--- config.mk ---
export PLATFORM = sky130hd
export DESIGN_NAME = softermax_vec_packer
export DESIGN_NICKNAME = d
export VERILOG_FILES = /design/src/rtl/softermax_vec_packer.sv
export SDC_FILE = /design/constraint.sdc
export NUM_CORES = 1
export LEC_CHECK = 0
export CAP_MARGIN = 20
export CORE_UTILIZATION = 44
export DETAILED_ROUTE_END_ITERATION = 7
export PLACE_DENSITY = 0.77
export SYNTH_ARGS = -nofsm -noshare
export SYNTH_HDL_FRONTEND = slang
export SYNTH_SLANG_ARGS = --single-unit
--- constraint.sdc ---
create_clock -name clk -period 2.1 [get_ports clk]
set_input_delay 0.63 -clock clk [delete_from_list [all_inputs] [get_ports clk]]
set_output_delay 0.63 -clock clk [all_outputs]
set_load 0.1 [all_outputs]
--- src/rtl/softermax_vec_packer.sv ---
// Serial-to-vector packer feeding the softmax stage: collects scores into lanes,
// tracks the running max, and holds the finished vector until it is taken.
module softermax_vec_packer #(
    parameter int VEC_SIZE = 10,
    parameter int BW       = 8,
    parameter int FW       = 2,
    parameter int CNT_W    = $clog2(VEC_SIZE + 1)
) (
    input  logic                clk,
    input  logic                rst_n,
    input  logic                in_valid,
    output logic                in_ready,
    input  logic [BW-1:0]       in_data,
    input  logic                in_last,
    output logic                vec_valid,
    input  logic                vec_ready,
    output logic [BW-1:0]       vec_data [VEC_SIZE-1:0],
    output logic [BW-1:0]       vec_max,
    output logic [CNT_W-1:0]    vec_count
);

    // The fraction width only fixes the score format; it must leave a sign bit.
    if (FW > BW - 1) begin : g_fw_range_check
        $error("softermax_vec_packer: FW must be smaller than BW");
    end

    localparam logic [BW-1:0]    PAD      = {1'b1, {(BW-1){1'b0}}};
    localparam logic [CNT_W-1:0] IDX_LAST = CNT_W'(VEC_SIZE - 1);

    typedef enum logic {
        FILL = 1'b0,
        HOLD = 1'b1
    } state_t;

    state_t            state_q, state_d;
    logic [CNT_W-1:0]  idx_q, idx_d;
    logic [CNT_W-1:0]  count_q, count_d;
    logic [BW-1:0]     max_q, max_d;
    logic [BW-1:0]     lane_q [VEC_SIZE-1:0];
    logic              accept;

    assign in_ready  = (state_q == FILL);
    assign vec_valid = (state_q == HOLD);
    assign accept    = in_valid && in_ready;

    always_comb begin
        state_d = state_q;
        idx_d   = idx_q;
        count_d = count_q;
        max_d   = max_q;
        case (state_q)
            FILL: begin
                if (accept) begin
                    if (idx_q == '0) begin
                        max_d = in_data;
                    end else if ($signed(in_data) > $signed(max_q)) begin
                        max_d = in_data;
                    end
                    if ((idx_q == IDX_LAST) || in_last) begin
                        count_d = idx_q + CNT_W'(1);
                        state_d = HOLD;
                    end else begin
                        idx_d = idx_q + CNT_W'(1);
                    end
                end
            end
            HOLD: begin
                if (vec_ready) begin
                    state_d = FILL;
                    idx_d   = '0;
                    count_d = '0;
                end
            end
            default: state_d = FILL;
        endcase
    end

    always_ff @(posedge clk) begin
        if (!rst_n) begin
            state_q <= FILL;
            idx_q   <= '0;
            count_q <= '0;
            max_q   <= PAD;
        end else begin
            state_q <= state_d;
            idx_q   <= idx_d;
            count_q <= count_d;
            max_q   <= max_d;
        end
    end

    // Lane storage is unreset; lanes at or beyond count are masked to PAD below.
    always_ff @(posedge clk) begin
        if (accept) begin
            lane_q[idx_q] <= in_data;
        end
    end

    for (genvar g = 0; g < VEC_SIZE; g++) begin : g_lane
        assign vec_data[g] = (CNT_W'(g) < count_q) ? lane_q[g] : PAD;
    end

    assign vec_max   = max_q;
    assign vec_count = count_q;

endmodule

## Yosys cells after proc, flatten, opt, wreduce, memory -nomap -nowiden

Memory sizes are Yosys's and may differ from the RTL's.
Index checks and enable logic that the tools add are counted.

| operators by class | value |
|---|---|
| $add $sub $neg | 1 |
| $mul | 0 |
| divide/modulo/power cells | 0 |
| $lt $le $gt $ge | 11 |
| equal/unequal tests | 5 |
| shifts and indexed selects | 0 |
| multiplexer cells | 25 |
| bitwise gates (word level) | 1 |
| reductions and logical operators | 7 |

Operator list:

| operator | number |
|---|---|
| $mux W8 | 12 |
| $mux W4 | 5 |
| $lt A3 B4 Y1 const A | 4 |
| $pmux W4 S2 | 2 |
| $reduce_and A3 Y1 | 3 |
| $gt A8 B8 Y1 | 1 |
| $lt A1 B4 Y1 const A | 2 |
| $lt A2 B4 Y1 const A | 2 |
| $lt A4 B4 Y1 const A | 2 |
| $mux W1 | 5 |
| $add A4 B1 Y4 const B | 1 |
| $eq A4 B4 Y1 const B | 1 |
| $logic_not A4 Y1 | 1 |
| $ne A2 B1 Y1 const B | 2 |
| $ne A2 B2 Y1 const B | 2 |
| $pmux W1 S2 | 1 |
| $reduce_bool A2 Y1 | 1 |
| $logic_and A1 B1 Y1 | 1 |
| $logic_or A1 B1 Y1 | 1 |
| $not A1 Y1 | 1 |

| storage, ports and cells | value |
|---|---|
| register bits after elaboration | 17 |
| bits in latches | 0 |
| bits in writable memories | 80 |
| ROM bits | 0 |
| bits of input ports | 13 |
| logic and storage cells | 55 |
| memories | 1 |

Memories:

| memory | depth | width | read ports | clocked after memory_dff | wr ports | line | RTL |
|---|---|---|---|---|---|---|---|
| lane_q | 10 | 8 | 10 | 0 | 1 | 39 | `logic [BW-1:0] lane_q [VEC_SIZE-1:0];` |

## Logic depth before layout (Yosys ltp)

| logic depth | value |
|---|---|
| word-level depth | 5 |
| mapped depth | 7 |
| mapped depth without buffers | 7 |

## Worst setup path before layout

Ideal clock, no wire load.

| path | value |
|---|---|
| path type | register to output |
| start | register count_q[3], in the netlist vec_count[3] |
| end | output vec_data[24] (netlist name) |
| arrival | 3.027 ns |
| required time | 1.470 ns |
| path slack | -1.557 ns |
| cell stages (with the launch flop) | 5 |
| buffers on the path | 2 |
| cell sequence | dfxtp_1 -> clkbuf_1 -> clkbuf_1 -> nor2_1 -> nor2b_1 |

RTL lines:

| what | line | RTL |
|---|---|---|
| from (decl) | 37 | `logic [CNT_W-1:0] count_q, count_d;` |
| from (signal assigned) | 87 | `count_q <= count_d;` |
| to (decl) | 17 | `output logic [BW-1:0] vec_data [VEC_SIZE-1:0],` |

==> reports/results.ini <==
[placed_design]
placed_cells = 548
place_hpwl_um = 7720
dpl_cell_area_um2 = 6890
gp_congestion = 0.865
portBuffers = 106

[sta]
hold_violations = 0
drv_slew = 0
setup_viol = 72
rsz0062_at_grt = yes
worst_pin_slew_ns = 0.497
maxSlewHeadroom_pct = 66.9
layout_min_cycle_time_ns = 2.31
fmax_mhz = 432
skew_ns = 0.0103
min_period_over_period_pct = 110
setup_ws_ns = -0.213

[setup_path]
slowest_delay_ns = 0.37
required_ns = 1.47
endpoint = vec_data[6]
cp_max_fo = 8
crit_path_frequent_cell = buf_12
critPathLaunch = vec_count[2]
cp.depth = 5
cp_cell_sequence = buf_12 -> nor4_4 -> buf_6 -> nor2b_2 -> buf_12
criticalPathCategory = flip-flop to output port
r2r_slack_ns = 0.18
end_kind = output port
r2r_start = vec_max[5]
critical-path-slowest-cell = dfxtp_4
worstSetupStartpointType = flip-flop
crit_arrival_ns = 1.68
worstRegToRegCells = 8
path_buf_inv = 3
crit_family = buffers and inverters
r2r_end = vec_max[7]

[grt]
grt_max_degree = 26
antenna_found_initial = 0
grt_pass1_vias = 3125
grt_usage_pct = 24.9
overflow = 0
grt_pass1_wl_um = 17700

[floorplan]
coreArea_um2 = 8890
initial_core_util_pct = 46.2
dieArea_um2 = 9730
rows = 34
ioPinCount = 107
die_y_um = 98.6
die_x_um = 98.6

[yosys]
ys_async_sr_fraction_pct = 0
synth_cells = 311
ys_ff_latch = 97
seq_area_frac_synth_pct = 66.7
synth_enable_flop_cells = 80
synth_area_per_cell_um2 = 13.2
synthesis.area_um2 = 4110
syn-num-nets = 336
synth_ff_type = edfxtp_1
yosys_warnings = 0
ys_types = 42

[routing]
detail_route.wirelength_um = 12200
drc = 0
drtIter0Drc = 180
vias_per_cell = 5.32
routedWlPerCell_um = 20.8
via_count = 3122
ant_nets = 0
dr.pass1.iters = 4

[clock_tree]
root_buffer = clkbuf_8
clockBufferDepth = 2
path_clk_slew_ns = 0.10
insertion_delay_ns = 0.37
htreeDepth = 3
cts_buffers = 9
cts_sinks = 97
tritoncts = done

[cells_and_area]
layout_common_cells = buf_12, edfxtp_1, buf_4
fin_cells = 587
drive_gt1_share_pct = 58.9
finish.instance_area_um2 = 7520
num-nets-final = 499
utilization_pct = 84.6
antenna_cells = 0
layout_commonest_cell = buf_12
fill_cells = 403
area_growth_pct = 83.0

[power]
vdd_drop_max_v = 0.000513
p_total_mw = 4.14
leakagePower_nw = 2.91
p_per_area_nw_per_um2 = 550

[min_path]
min_path_type = flip-flop to flip-flop
hp-start = vec_max[0]

[run]
drv_cap = 0

[outcome]
violations = setup timing
status = complete, but fails checks

## where the power goes
| part | switching [mW] | leakage (nW) | internal, mW |
|---|---|---|---|
| Clock | 0.669 | 0.0917 | 0.562 |
| Sequential | 0.0421 | 0.871 | 2.12 |
| Combinational | 0.451 | 1.95 | 0.293 |
## cell usage after synthesis, types with 2 or more instances
cell type	number	share of area, %
or3_1	2	0.30
clkbuf_1	5	0.46
a21o_1	3	0.55
o21ai_0	3	0.37
a31oi_1	4	0.61
nand2_1	21	1.9
nand3_1	6	0.73
buf_4	2	0.37
nor2b_2	2	0.43
ha_1	12	3.7
mux2i_1	8	1.9
dfxtp_1	17	8.3
nor3_1	8	0.97
nand2b_1	7	1.1
nor2_1	9	0.82
or2_2	2	0.30
or2_1	3	0.46
and2_1	40	6.1
edfxtp_1	80	58
o21ai_1	3	0.37
a21oi_1	3	0.37
inv_1	12	1.1
nor2b_1	40	6.1
## cell families (layout without fill, tap and decap cells)
| family | Yosys count | in the layout | synth area share [%] |
|---|---|---|---|
| compound gates | 24 | 24 | 4.29 |
| buf+inv | 21 | 189 | 2.25 |
| mux | 8 | 8 | 1.95 |
| fa+ha+maj | 12 | 12 | 3.65 |
| xor+xnor | 2 | 2 | 0.426 |
| simple gates | 147 | 147 | 20.7 |
| flops | 97 | 97 | 66.7 |
## registers in the layout, summed over array words and instances (netlist names)
| register | cells |
|---|---|
| lane_q | 80 |
| vec_count | 4 |
| vec_valid | 1 |
| vec_max | 8 |
| idx_q | 4 |
## what timing repair did
action / CTS / global route
pin swaps: 32 / 20
setup buffers: 17 / 7
hold endpoints to repair: 0 / 0
gates resized for setup: 41 / 20
hold buffers: 0 / 0
endpoints found under the setup margin: 79 / 81
## tightest hold or removal path: cells and delay by family, from the launching register on
kind             cells  cell delay, ns
and+or+nand+nor      1            0.06
DFF                  1            0.35
muxes                1            0.05
## final cells by class
type | instances | area (um2) | area share, %
sequential | 97 | 2780 | 37.0
timing repair buffer | 161 | 2580 | 34.3
multi-input combinational | 193 | 1780 | 23.7
tap | 108 | 135 | 1.80
clock buffer | 11 | 131 | 1.75
clock inverter | 5 | 65.1 | 0.865
inverter | 12 | 45.0 | 0.599
## metrics by stage
step                worst slack (ns)  hold slack (ns)  TNS (ns)
finish                        -0.213            0.497     -9.63
global route                  -0.254            0.509    -13.18
CTS                           -0.165            0.502     -7.00
detailed placement            -0.684            0.487    -20.24
global placement              -0.611            0.477    -13.92
floorplan                     -0.247            0.492     -3.78
## worst min path at each step
stage | endpoint | slack [ns] | cells past startpoint
2_1_floorplan | idx_q[1] | 0.49 | 2
3_3_place_gp | vec_max[0] | 0.48 | 2
3_5_place_dp | vec_max[0] | 0.49 | 2
4_1_cts | vec_max[0] | 0.50 | 2
5_1_grt | vec_max[0] | 0.51 | 2
6_report | vec_max[0] | 0.50 | 2
## per-layer routing
layer  wire (um)  global-route usage (%)  up-vias
li1            -                       -     1411
met1        4780                    30.4     1539
met2        6440                    44.0      152
met3         677                    4.11       20
met4         290                    10.6        0
met5           0                       0        -
Power figures use the tool's default switching activity.
